[config.mk]
export PLATFORM = sky130hd
export DESIGN_NAME = rf_wb_arbiter_flat
export DESIGN_NICKNAME = d
export VERILOG_FILES = /design/src/rtl/cpu_pkg.sv /design/src/rtl/rf_wb_arbiter_pkg.sv /design/src/rtl/rf_wb_arbiter_if.sv /design/src/rtl/wb_fifo.sv /design/src/rtl/rf_wb_arbiter.sv /design/src/flat_wrapper.sv
export SDC_FILE = /design/constraint.sdc
export NUM_CORES = 1
export LEC_CHECK = 0
export CAP_MARGIN = 30
export CORE_MARGIN = 4
export CORE_UTILIZATION = 55
export DETAILED_ROUTE_END_ITERATION = 10
export PLACE_DENSITY = 0.85
export SLEW_MARGIN = 20
export SYNTH_ARGS = -nofsm -noshare
export SYNTH_HDL_FRONTEND = slang
export SYNTH_HIERARCHICAL = 1
export SYNTH_SLANG_ARGS = --single-unit
[constraint.sdc]
create_clock -name clk -period 4.4 [get_ports clk]
set_clock_uncertainty 0.1 [all_clocks]
set_input_delay 1.1 -clock clk [delete_from_list [all_inputs] [get_ports clk]]
set_output_delay 1.1 -clock clk [all_outputs]
set_load 0.05 [all_outputs]
[src/rtl/cpu_pkg.sv]
// Core-wide datapath constants shared by every CPU block.
package cpu_pkg;
    localparam int XLEN       = 32;
    localparam int REG_ADDR_W = 5;
endpackage

[src/rtl/rf_wb_arbiter_pkg.sv]
// Types shared by the writeback arbiter, its result FIFO and its bus interface.
package rf_wb_arbiter_pkg;
    import cpu_pkg::*;

    typedef struct packed {
        logic [REG_ADDR_W-1:0] rd;
        logic [XLEN-1:0]       wd;
        logic                  kill;
    } wb_entry_t;

    typedef enum logic [1:0] {
        GRANT_NONE = 2'd0,
        GRANT_PIPE = 2'd1,
        GRANT_HEAD = 2'd2
    } grant_e;

    // Register x0 is hardwired to zero, so writes to it are never issued.
    function automatic logic writable(input logic [REG_ADDR_W-1:0] rd);
        return rd != '0;
    endfunction
endpackage

[src/rtl/rf_wb_arbiter_if.sv]
// Pipeline, multicycle-unit and register-file write signals of the writeback arbiter.
interface rf_wb_arbiter_if;
    import cpu_pkg::*;

    logic                  p_wr;
    logic [REG_ADDR_W-1:0] p_rd;
    logic [XLEN-1:0]       p_wd;
    logic                  p_stall;
    logic                  m_valid;
    logic                  m_ready;
    logic [REG_ADDR_W-1:0] m_rd;
    logic [XLEN-1:0]       m_wd;
    logic                  rf_we;
    logic [REG_ADDR_W-1:0] rf_rd;
    logic [XLEN-1:0]       rf_wd;

    modport master (
        output p_wr, p_rd, p_wd, m_valid, m_rd, m_wd,
        input  p_stall, m_ready, rf_we, rf_rd, rf_wd
    );

    modport slave (
        input  p_wr, p_rd, p_wd, m_valid, m_rd, m_wd,
        output p_stall, m_ready, rf_we, rf_rd, rf_wd
    );
endinterface

[src/rtl/wb_fifo.sv]
// Buffer of multicycle results awaiting the register-file write port; entries can be
// marked dead when the pipeline overwrites the same destination register first.
module wb_fifo
    import cpu_pkg::*;
    import rf_wb_arbiter_pkg::*;
#(
    parameter int DEPTH = 2
) (
    input  logic                    clk,
    input  logic                    rst,
    input  logic                    push,
    input  logic [REG_ADDR_W-1:0]   push_rd,
    input  logic [XLEN-1:0]         push_wd,
    input  logic                    pop,
    input  logic                    kill_en,
    input  logic [REG_ADDR_W-1:0]   kill_rd,
    output wb_entry_t               head,
    output logic [$clog2(DEPTH):0]  count
);
    localparam int AW = $clog2(DEPTH);

    wb_entry_t       mem [DEPTH];
    logic [AW-1:0]   rd_ptr;
    logic [AW-1:0]   wr_ptr;
    logic [DEPTH-1:0] live;

    assign head = mem[rd_ptr];

    // An entry is live when its distance from the read pointer is below the count.
    always_comb begin
        live = '0;
        for (int i = 0; i < DEPTH; i++) begin
            live[i] = {1'b0, AW'(i) - rd_ptr} < count;
        end
    end

    always_ff @(posedge clk or posedge rst) begin
        if (rst) begin
            rd_ptr <= '0;
            wr_ptr <= '0;
            count  <= '0;
            for (int i = 0; i < DEPTH; i++) begin
                mem[i] <= '0;
            end
        end else begin
            for (int i = 0; i < DEPTH; i++) begin
                if (kill_en && live[i] && mem[i].rd == kill_rd) begin
                    mem[i].kill <= 1'b1;
                end
            end
            if (push) begin
                mem[wr_ptr] <= '{rd: push_rd, wd: push_wd, kill: kill_en && (push_rd == kill_rd)};
                wr_ptr      <= wr_ptr + AW'(1);
            end
            if (pop) begin
                rd_ptr <= rd_ptr + AW'(1);
            end
            case ({push, pop})
                2'b10:   count <= count + (AW+1)'(1);
                2'b01:   count <= count - (AW+1)'(1);
                default: count <= count;
            endcase
        end
    end
endmodule

[src/rtl/rf_wb_arbiter.sv]
// Shares the single register-file write port between the pipeline and a buffered
// multicycle unit, forcing a pipeline stall when a buffered result waits too long.
module rf_wb_arbiter
    import cpu_pkg::*;
    import rf_wb_arbiter_pkg::*;
#(
    parameter int DEPTH      = 2,
    parameter int STARVE_MAX = 4
) (
    input  logic          clk,
    input  logic          rst,
    rf_wb_arbiter_if.slave bus
);
    localparam int CW = $clog2(STARVE_MAX + 1);
    localparam int NW = $clog2(DEPTH) + 1;
    localparam logic [CW-1:0] STARVE_LIM = CW'(STARVE_MAX);
    localparam logic [NW-1:0] FULL_CNT   = NW'(DEPTH);

    wb_entry_t             head;
    logic [NW-1:0]         count;
    logic [CW-1:0]         starve_cnt;
    grant_e                grant;
    logic                  empty;
    logic                  starve;
    logic                  p_req;
    logic                  push;
    logic                  pop;
    logic                  kill_en;
    logic                  rf_we_q;
    logic [REG_ADDR_W-1:0] rf_rd_q;
    logic [XLEN-1:0]       rf_wd_q;

    assign bus.m_ready = count < FULL_CNT;
    assign bus.p_stall = starve && p_req;
    assign bus.rf_we   = rf_we_q;
    assign bus.rf_rd   = rf_rd_q;
    assign bus.rf_wd   = rf_wd_q;

    // A starving head beats the pipeline; otherwise the pipeline wins over the buffer.
    always_comb begin
        empty   = count == '0;
        starve  = (starve_cnt == STARVE_LIM) && !empty;
        p_req   = bus.p_wr && writable(bus.p_rd);
        push    = bus.m_valid && bus.m_ready && writable(bus.m_rd);
        grant   = GRANT_NONE;
        if (starve) begin
            grant = GRANT_HEAD;
        end else if (p_req) begin
            grant = GRANT_PIPE;
        end else if (!empty) begin
            grant = GRANT_HEAD;
        end
        pop     = grant == GRANT_HEAD;
        kill_en = grant == GRANT_PIPE;
    end

    wb_fifo #(
        .DEPTH (DEPTH)
    ) u_fifo (
        .clk     (clk),
        .rst     (rst),
        .push    (push),
        .push_rd (bus.m_rd),
        .push_wd (bus.m_wd),
        .pop     (pop),
        .kill_en (kill_en),
        .kill_rd (bus.p_rd),
        .head    (head),
        .count   (count)
    );

    always_ff @(posedge clk or posedge rst) begin
        if (rst) begin
            starve_cnt <= '0;
        end else if (pop) begin
            starve_cnt <= '0;
        end else if (!empty && starve_cnt != STARVE_LIM) begin
            starve_cnt <= starve_cnt + CW'(1);
        end
    end

    // A killed head is consumed silently; address and data simply hold.
    always_ff @(posedge clk or posedge rst) begin
        if (rst) begin
            rf_we_q <= 1'b0;
            rf_rd_q <= '0;
            rf_wd_q <= '0;
        end else if (grant == GRANT_PIPE) begin
            rf_we_q <= 1'b1;
            rf_rd_q <= bus.p_rd;
            rf_wd_q <= bus.p_wd;
        end else if (grant == GRANT_HEAD && !head.kill) begin
            rf_we_q <= 1'b1;
            rf_rd_q <= head.rd;
            rf_wd_q <= head.wd;
        end else begin
            rf_we_q <= 1'b0;
        end
    end
endmodule

[src/flat_wrapper.sv]
// flat-port wrapper written by rule: the top's interface ports become plain ports
module rf_wb_arbiter_flat import cpu_pkg::*; import rf_wb_arbiter_pkg::*;
#(
    parameter int DEPTH      = 2,
    parameter int STARVE_MAX = 4
)
  (clk, rst, bus_p_wr, bus_p_rd, bus_p_wd, bus_m_valid, bus_m_rd, bus_m_wd, bus_p_stall, bus_m_ready, bus_rf_we, bus_rf_rd, bus_rf_wd);
  rf_wb_arbiter_if bus_i ();
  input  logic clk;
  input  logic rst;
  input wire logic [$bits(bus_i.p_wr)-1:0] bus_p_wr;
  input wire logic [$bits(bus_i.p_rd)-1:0] bus_p_rd;
  input wire logic [$bits(bus_i.p_wd)-1:0] bus_p_wd;
  input wire logic [$bits(bus_i.m_valid)-1:0] bus_m_valid;
  input wire logic [$bits(bus_i.m_rd)-1:0] bus_m_rd;
  input wire logic [$bits(bus_i.m_wd)-1:0] bus_m_wd;
  output wire logic [$bits(bus_i.p_stall)-1:0] bus_p_stall;
  output wire logic [$bits(bus_i.m_ready)-1:0] bus_m_ready;
  output wire logic [$bits(bus_i.rf_we)-1:0] bus_rf_we;
  output wire logic [$bits(bus_i.rf_rd)-1:0] bus_rf_rd;
  output wire logic [$bits(bus_i.rf_wd)-1:0] bus_rf_wd;
  assign bus_i.p_wr = bus_p_wr;
  assign bus_i.p_rd = bus_p_rd;
  assign bus_i.p_wd = bus_p_wd;
  assign bus_i.m_valid = bus_m_valid;
  assign bus_i.m_rd = bus_m_rd;
  assign bus_i.m_wd = bus_m_wd;
  assign bus_p_stall = bus_i.p_stall;
  assign bus_m_ready = bus_i.m_ready;
  assign bus_rf_we = bus_i.rf_we;
  assign bus_rf_rd = bus_i.rf_rd;
  assign bus_rf_wd = bus_i.rf_wd;
  rf_wb_arbiter #(.DEPTH(DEPTH), .STARVE_MAX(STARVE_MAX)) u_core (.clk(clk), .rst(rst), .bus(bus_i));
endmodule
Yosys cells after proc, flatten, opt, wreduce, memory -nomap -nowiden --
Index checks and enable logic that the tools add are counted.
Word-level totals: bits in registers 121, bits in latches 0, memory bits (writable) 0, ROM bits 0, input port bits 78, output and inout bits 40, word-level logic and storage cells 79, memories kept 0
Cells by class: add/sub/neg operators 7, multiply operators 0, divide/modulo/power cells 0, magnitude comparators 6, equal/unequal tests 9, shift-type cells 0, mux-type cells 21, bitwise operators 2, reduce and logical (&&, ||, !) cells 21
Operators with widths (count):
- $mux W38 | 4
- $bwmux W76 | 1
- $mux W32 | 2
- $mux W39 | 1
- $demux W38 S1 | 1
- $eq A5 B5 Y1 | 3
- $logic_and A1 B1 Y1 | 13
- $mux W5 | 2
- $reduce_bool A5 Y1 | 2
- $mux W2 | 3
- $mux W3 | 2
- $reduce_bool A2 Y1 | 3
- $eq A2 B1 Y1 const B | 2
- $eq A2 B2 Y1 const B | 2
- $ge A2 B2 Y1 const B | 2
- $lt A1 B2 Y1 | 2
- $mux W1 | 4
- $not A1 Y2 | 2
- $pmux W2 S2 | 1
- $add A3 B1 Y3 const B | 1
- $eq A3 B3 Y1 const B | 1
- $ne A3 B3 Y1 const B | 1
- $add A1 B1 Y1 const B | 2
- $add A2 B1 Y2 const B | 1
- 6 further kinds | 8

Logic depth before layout (Yosys ltp) --
Gate-level depths: netlist of the first run.
depth in word-level cells 10, mapped depth 9, depth with buffers taken out 8

Hierarchy --
Netlist of the first run, hierarchy kept.
Modules (own cells, without submodules):
- wb_fifo | times used 1, cells an instance 243, area each 3647.2 um^2, seq. area each 2001.9 um^2
- rf_wb_arbiter | times used 1, cells an instance 192, area each 2010.7 um^2, seq. area each 1026.0 um^2

Least setup slack after synthesis of the first run --
Ideal clock, no wire load.
path kind input to output, from input port bus_p_rd[0], to output port bus_p_stall, data arrival time 2.190 ns, data required time 3.200 ns, setup slack 1.010 ns, cell stages on the path 3, path buffers 0, cell sequence or4_4 o21ai_0 nor2_1
On the way: word-level cells in the longest chain between the ends 3
RTL lines:
- start, declared | line flat_wrapper.sv:12 | input wire logic [$bits(bus_i.p_rd)-1:0] bus_p_rd;
- $reduce_bool A5 Y1 | line rf_wb_arbiter_pkg.sv:19 | return rd != '0;
- $logic_and A1 B1 Y1 | line rf_wb_arbiter.sv:43 | p_req = bus.p_wr && writable(bus.p_rd);
- $logic_and A1 B1 Y1 | line rf_wb_arbiter.sv:34 | assign bus.p_stall = starve && p_req;
- end, declared | line flat_wrapper.sv:17 | output wire logic [$bits(bus_i.p_stall)-1:0] bus_p_stall;
Every way passes these cells.

Worst setup path after layout of the first run --
Same ends and word-level chain as after synthesis.

==> flow_metrics.py, run 1 <==
metrics = {
    "run_status": {
        "status": "finished, final reports clean",
    },
    "synthesis": {
        "synth.largest_area_cell": "dfrtp_1",
        "yosysWarnings": 6,
        "synth_nets": 516,
        "synth.ff_latch_count": 121,
        "yosys-top-cells-count": "dfrtp_1, mux2_2, nand2_1",
        "synth_edf_count": 0,
        "syn_area_um2": 5660,
        "yosys.cell_types.count": 39,
        "dominantRegCellSynth": "dfrtp_1",
        "ys_seq_area_frac": 0.535,
        "synth_area_leaders": "dfrtp_1, mux2_2, mux2i_1",
        "avgSynthCellArea_um2": 13.0,
        "async_reset_ff_frac": 1.00,
        "synth_top_cell_area_share": 0.535,
        "synth.most_common_cell": "dfrtp_1",
        "postSynthCellCount": 435,
    },
    "place": {
        "place.gp.congestion": 0.865,
        "placed_cells": 667,
        "hpwlAfterDp_mm": 8.16,
        "port_buffers": 117,
    },
    "pwr": {
        "comb_power_share": 0.451,
        "peakVddDrop_v": 0.000485,
        "power.density_nw_per_um2": 831,
        "power.share.clock": 0.225,
        "p_int_mw": 3.93,
        "total_power_mw": 6.25,
        "seqPwrFrac": 0.324,
        "p_leak_nw": 3.28,
        "switching_share": 0.371,
        "switchingPower_mw": 2.32,
    },
    "final_layout": {
        "fin_cells": 700,
        "antenna_cells": 0,
        "syn_to_final_growth_pct": 32.8,
        "final_nets": 635,
        "num-fill-cells": 652,
        "drive_gt1_frac": 0.238,
    },
    "min_path": {
        "hp-start": "u_core/u_fifo/mem[55]",
        "hold_depth": 1,
        "holdPathEnd": "u_core/u_fifo/mem[55]",
        "hold_path_class": "reg2reg",
    },
    "critical_path": {
        "required_ns": 3.20,
        "ff2ff_path_depth": 7,
        "cp.arrival_ns": 2.90,
        "reg2reg_to": "u_core/u_fifo/mem[0]",
        "cp_max_fo": 5,
        "rr_startpoint": "u_core/starve_cnt[0]",
        "cp-start-kind": "primary input",
        "end_kind": "primary output",
        "ff2ff_setup_slack_ns": 1.80,
        "worstSetupPathType": "in2out",
    },
    "detailed_routing": {
        "avgRoutedWirePerCell_um": 18.1,
        "viasPerCell": 5.41,
        "postRouteAntennaNets": 0,
        "initialDrtViolationCount": 132,
        "drc": 0,
        "vias": 3789,
        "first_pass_iters": 4,
        "drt_wl_total_mm": 12.7,
    },
    "sta": {
        "fin_crit_ns": 4.10,
        "worstMarginPinSlew_ns": 0.838,
        "rsz0062_at_grt": "no",
        "setup_viol": 0,
        "slew_headroom": 0.441,
        "min_period_over_period": 0.932,
        "finalHoldViolations": 0,
        "final_max_slew_viol_count": 0,
        "fmax_mhz": 244,
        "tns_ns": 0,
    },
    "grt": {
        "grt_pass1_wl_mm": 20.8,
        "grt_pass1_vias": 4198,
        "grt_max_degree": 81,
        "grt_usage": 0.227,
        "grt_remaining_overflow": 0,
        "grt_antenna_before_repair": 0,
    },
    "floorplan": {
        "initial_core_util": 0.571,
        "coreArea_um2": 9910,
        "die_area_um2": 12000,
        "die_h_um": 109,
        "ios": 118,
        "num_rows": 36,
        "die_x_um": 109,
    },
    "clocking": {
        "clk-insertion-delay-late_ns": 0.51,
        "clock_path_buffers": 2,
        "clk_pin_slew_worst_paths_ns": 0.05,
        "cts_resized": 0,
        "cts_hold_buf": 0,
        "cts_tree": "yes",
        "clkSinkCount": 121,
        "root_buffer": "clkbuf_8",
        "htree_levels": 4,
        "cts_buffers": 17,
        "cts_setup_buffers": 0,
    },
    "run": {
        "drv_cap": 0,
    },
}
[final cells by class]
cell class	instances	area, um^2	area share
sequential	121	3030	0.403
multi-input combinational	283	2410	0.321
timing repair buffer	125	1280	0.170
inverter	6	23.8	0.00316
tap	133	166	0.0221
clock buffer	23	457	0.0608
clock inverter	9	145	0.0193
[flip-flops by register name (all words and copies together) (netlist names)]
signal                cells
u_core/u_fifo/mem        76
u_core/u_fifo/rd_ptr      1
u_core/bus.rf_we          1
u_core/bus.rf_wd         32
u_core/starve_cnt         3
u_core/u_fifo/count       2
u_core/u_fifo/wr_ptr      1
u_core/bus.rf_rd          5
[worst max path at each step]
stage	end	startpoint	slack, ns
floorplan	bus_p_stall	bus_p_rd[0]	1.01
global placement	bus_p_stall	bus_p_rd[0]	0.35
detailed placement	bus_p_stall	bus_p_rd[0]	0.32
CTS	bus_p_stall	bus_p_rd[0]	0.32
global route	bus_p_stall	bus_p_rd[0]	0.22
finish	bus_p_stall	bus_p_rd[0]	0.30
[power groups by stage]
stage	Clock [mW]	Combinational, mW	Sequential [mW]
floorplan	0	1.54	2.53
global placement	0	2.74	1.98
detailed placement	0	2.82	2.02
CTS	1.43	2.84	2.02
global route	1.49	3.01	2.10
finish	1.40	2.82	2.02
[through the flow]
stage	util	cell area, um^2	setup WS, ns	hold slack, ns
detailed placement	0.696	6890	0.318	0.377
global route	0.758	7510	0.221	0.413
global placement	0.694	6870	0.349	0.363
floorplan	-	5660	1.01	0.354
CTS	0.756	7490	0.315	0.391
finish	0.758	7510	0.300	0.387
[routing by layer]
layer | vias to the layer above | share of wire | GRT usage | routed length (um)
li1 | 1772 | - | - | -
met1 | 1901 | 0.42 | 0.279 | 5330
met2 | 106 | 0.52 | 0.395 | 6580
met3 | 10 | 0.050 | 0.0552 | 640
met4 | 0 | 0.010 | 0.0730 | 131
met5 | - | 0 | 0 | 0
[placed cells by master, fill, tap and decap left out, drive strengths merged, types with 5 or more instances in the layout]
cell type,Yosys,layout
clkbuf,3,23
mux2,112,112
inv,6,5
dfrtp,121,121
clkinv,0,6
nand2,42,42
xnor2,11,11
xor2,9,9
clkdlybuf4s50,0,116
buf,22,9
o21ai,43,43
mux2i,37,37
[logic make-up after synthesis]
| logic type | share of synthesized area |
|---|---|
| multiplexers | 0.288 |
| flip-flops | 0.535 |
| AND/OR/NAND/NOR | 0.0460 |
| AO/OA/AOI/OAI | 0.0535 |
| buffers and inverters | 0.0394 |
| XOR/XNOR | 0.0310 |
| adder cells (fa/ha/maj) | 0.00663 |
[critical path: stages]
cell	delay [ns]
clkdlybuf4s50_1	0.54
or4_4	0.60
o21ai_0	0.38
nor2_1	0.08
buf_4	0.20
Power figures use the tool's default switching activity.
==> run 2, diff against run 1 <==
--- a/config.mk
+++ b/config.mk
@@ -10,8 +10,8 @@
 export CORE_UTILIZATION = 55
 export DETAILED_ROUTE_END_ITERATION = 10
 export PLACE_DENSITY = 0.85
+export SETUP_SLACK_MARGIN = 0.2
 export SLEW_MARGIN = 20
 export SYNTH_ARGS = -nofsm -noshare
 export SYNTH_HDL_FRONTEND = slang
-export SYNTH_HIERARCHICAL = 1
 export SYNTH_SLANG_ARGS = --single-unit
==> flow_metrics.py, run 2 <==
metrics = {
    "run_status": {
        "status": "finished, final reports clean",
    },
    "clocking": {
        "cts_setup_buffers": 0,
        "cts_resized": 0,
        "clock_path_buffers": 2,
        "clk_pin_slew_worst_paths_ns": 0.05,
        "root_buffer": "clkbuf_8",
        "clk-insertion-delay-late_ns": 0.52,
        "htree_levels": 4,
        "cts_hold_buf": 0,
        "cts_tree": "yes",
        "cts_buffers": 17,
        "clkSinkCount": 121,
    },
    "critical_path": {
        "end_kind": "primary output",
        "ff2ff_path_depth": 5,
        "reg2reg_to": "u_core.starve_cnt[1]",
        "cp_max_fo": 5,
        "ff2ff_setup_slack_ns": 2.08,
        "cp-startpoint": "bus_p_rd[0]",
        "rr_startpoint": "u_core.u_fifo.count[0]",
        "cp-start-kind": "primary input",
        "cp.arrival_ns": 2.76,
        "worstSetupPathType": "in2out",
        "required_ns": 3.20,
    },
    "sta": {
        "final_max_slew_viol_count": 0,
        "setup_viol": 0,
        "fin_crit_ns": 3.96,
        "timing.hold.ws_ns": 0.395,
        "slew_headroom": 0.506,
        "worstMarginPinSlew_ns": 0.738,
        "tns_ns": 0,
        "fin_ws_ns": 0.443,
        "fmax_mhz": 253,
        "min_period_over_period": 0.899,
        "finalHoldViolations": 0,
        "rsz0062_at_grt": "no",
    },
    "synthesis": {
        "ys_seq_area_frac": 0.527,
        "dominantRegCellSynth": "dfrtp_1",
        "synth.most_common_cell": "dfrtp_1",
        "avgSynthCellArea_um2": 13.0,
        "yosysWarnings": 0,
        "synth.ff_latch_count": 121,
        "synth_area_leaders": "dfrtp_1, mux2_2, mux2i_1",
        "syn_area_um2": 5750,
        "synth_edf_count": 0,
        "synth_top_cell_area_share": 0.527,
        "yosys-top-cells-count": "dfrtp_1, mux2_2, nand2_1",
        "yosys.cell_types.count": 34,
        "postSynthCellCount": 441,
        "synth.largest_area_cell": "dfrtp_1",
        "synth_nets": 522,
        "async_reset_ff_frac": 1.00,
    },
    "final_layout": {
        "final_cell_mix": "dfrtp_1, clkdlybuf4s50_1, mux2_2",
        "regArea_um2": 3030,
        "fin_cells": 709,
        "final_area_um2": 7590,
        "multiInputGateArea_um2": 2520,
        "antenna_cells": 0,
        "largest_reg_flops": 76,
        "syn_to_final_growth_pct": 32.1,
        "final_util": 0.742,
        "drive_gt1_frac": 0.272,
        "num-fill-cells": 650,
        "final_nets": 641,
        "final_common_cell": "dfrtp_1",
        "top_register": "u_core.u_fifo.mem",
    },
    "detailed_routing": {
        "first_pass_iters": 4,
        "vias": 3872,
        "initialDrtViolationCount": 142,
        "viasPerCell": 5.46,
        "drc": 0,
        "drt_wl_total_mm": 13.0,
        "avgRoutedWirePerCell_um": 18.4,
        "postRouteAntennaNets": 0,
    },
    "grt": {
        "grt_antenna_before_repair": 0,
        "grt_remaining_overflow": 0,
        "grt_pass1_wl_mm": 20.8,
        "grt_usage": 0.227,
        "grt_max_degree": 70,
        "grt_pass1_vias": 4287,
    },
    "place": {
        "place_area_um2": 6970,
        "place.gp.congestion": 0.861,
        "hpwlAfterDp_mm": 8.57,
        "port_buffers": 117,
        "preCtsSetupSlack_ns": 0.439,
        "placed_cells": 675,
    },
    "pwr": {
        "total_power_mw": 6.30,
        "power.share.clock": 0.206,
        "switchingPower_mw": 2.39,
        "p_leak_nw": 3.31,
        "switching_share": 0.380,
        "peakVddDrop_v": 0.000446,
        "power.density_nw_per_um2": 829,
        "comb_power_share": 0.470,
        "p_int_mw": 3.91,
        "seqPwrFrac": 0.324,
    },
    "floorplan": {
        "ios": 118,
        "initial_core_util": 0.562,
        "die_h_um": 110,
        "num_rows": 37,
        "die_x_um": 110,
        "die_area_um2": 12100,
        "coreArea_um2": 10200,
    },
    "min_path": {
        "holdPathEnd": "u_core.u_fifo.mem[39]",
        "hold_path_class": "reg2reg",
        "hold_depth": 1,
        "hp-start": "u_core.u_fifo.mem[39]",
    },
    "run": {
        "drv_cap": 0,
    },
}
## run 2: cell types whose count changed in the layout (fill, tap and decap cells not counted), moves of 4 or more
cell / delta
clkbuf_8: +4
buf_4: +5
o21ai_0: +16
xnor2_1: -4
mux2_2: -5
mux2_1: -17
mux2_4: +19
xor2_1: +4
buf_12: -4
o21ai_1: -19
nand2_1: +9
## run 2: final cells by class
type	instances	share of cell area
flip-flops and latches	121	0.399
inverters	4	0.00247
repair buffers	128	0.170
multi-input cells	288	0.331
clock inverters	8	0.00890
well taps	136	0.0224
clock buffers	24	0.0659
## run 2: worst max-delay path: stages
cell	delay [ns]
clkdlybuf4s50_1	0.51
or4_1	0.59
o21a_1	0.21
nor2b_1	0.13
buf_4	0.21
## run 2: cell families (layout without fill, tap and decap cells)
logic type | count (synthesis) | in the layout | share of synthesized area
mux | 149 | 149 | 0.296
flops | 121 | 121 | 0.527
simple gates | 65 | 65 | 0.0483
compound gates | 51 | 51 | 0.0520
buf+inv | 32 | 164 | 0.0401
xor+xnor | 20 | 20 | 0.0305
fa+ha+maj | 3 | 3 | 0.00653
## run 2: per-layer routing
layer  wire length (um)  global-route usage  part of all wire
met2               6680               0.384              0.51
met1               5360               0.280              0.41
met4                192              0.0862             0.015
met3                815              0.0582             0.062
met5                  0                   0                 0
## run 2: power by group through the flow
stage                     Sequential (mW)  Combinational, mW  Clock, mW
after detailed placement             2.03               2.95          0
after floorplan                      2.54               1.64          0
after global routing                 2.10               3.16       1.38
after CTS                            2.03               2.97       1.32
final                                2.04               2.96       1.30
after global placement               1.99               2.88          0
## run 2: worst max path at each step
stage	to	slack (ns)	cells after the start
2_1_floorplan	bus_p_stall	0.97	3
6_report	bus_p_stall	0.44	5
4_1_cts	bus_p_stall	0.43	5
3_5_place_dp	bus_p_stall	0.44	5
3_3_place_gp	bus_p_stall	0.50	5
5_1_grt	bus_p_stall	0.36	5
==> run 3, diff against run 2 <==
--- a/config.mk
+++ b/config.mk
@@ -10,7 +10,6 @@
 export CORE_UTILIZATION = 55
 export DETAILED_ROUTE_END_ITERATION = 10
 export PLACE_DENSITY = 0.85
-export SETUP_SLACK_MARGIN = 0.2
 export SLEW_MARGIN = 20
 export SYNTH_ARGS = -nofsm -noshare
 export SYNTH_HDL_FRONTEND = slang
==> results of run 3 <==
The final DEF is identical to that of run 2; final timing and power are the same.
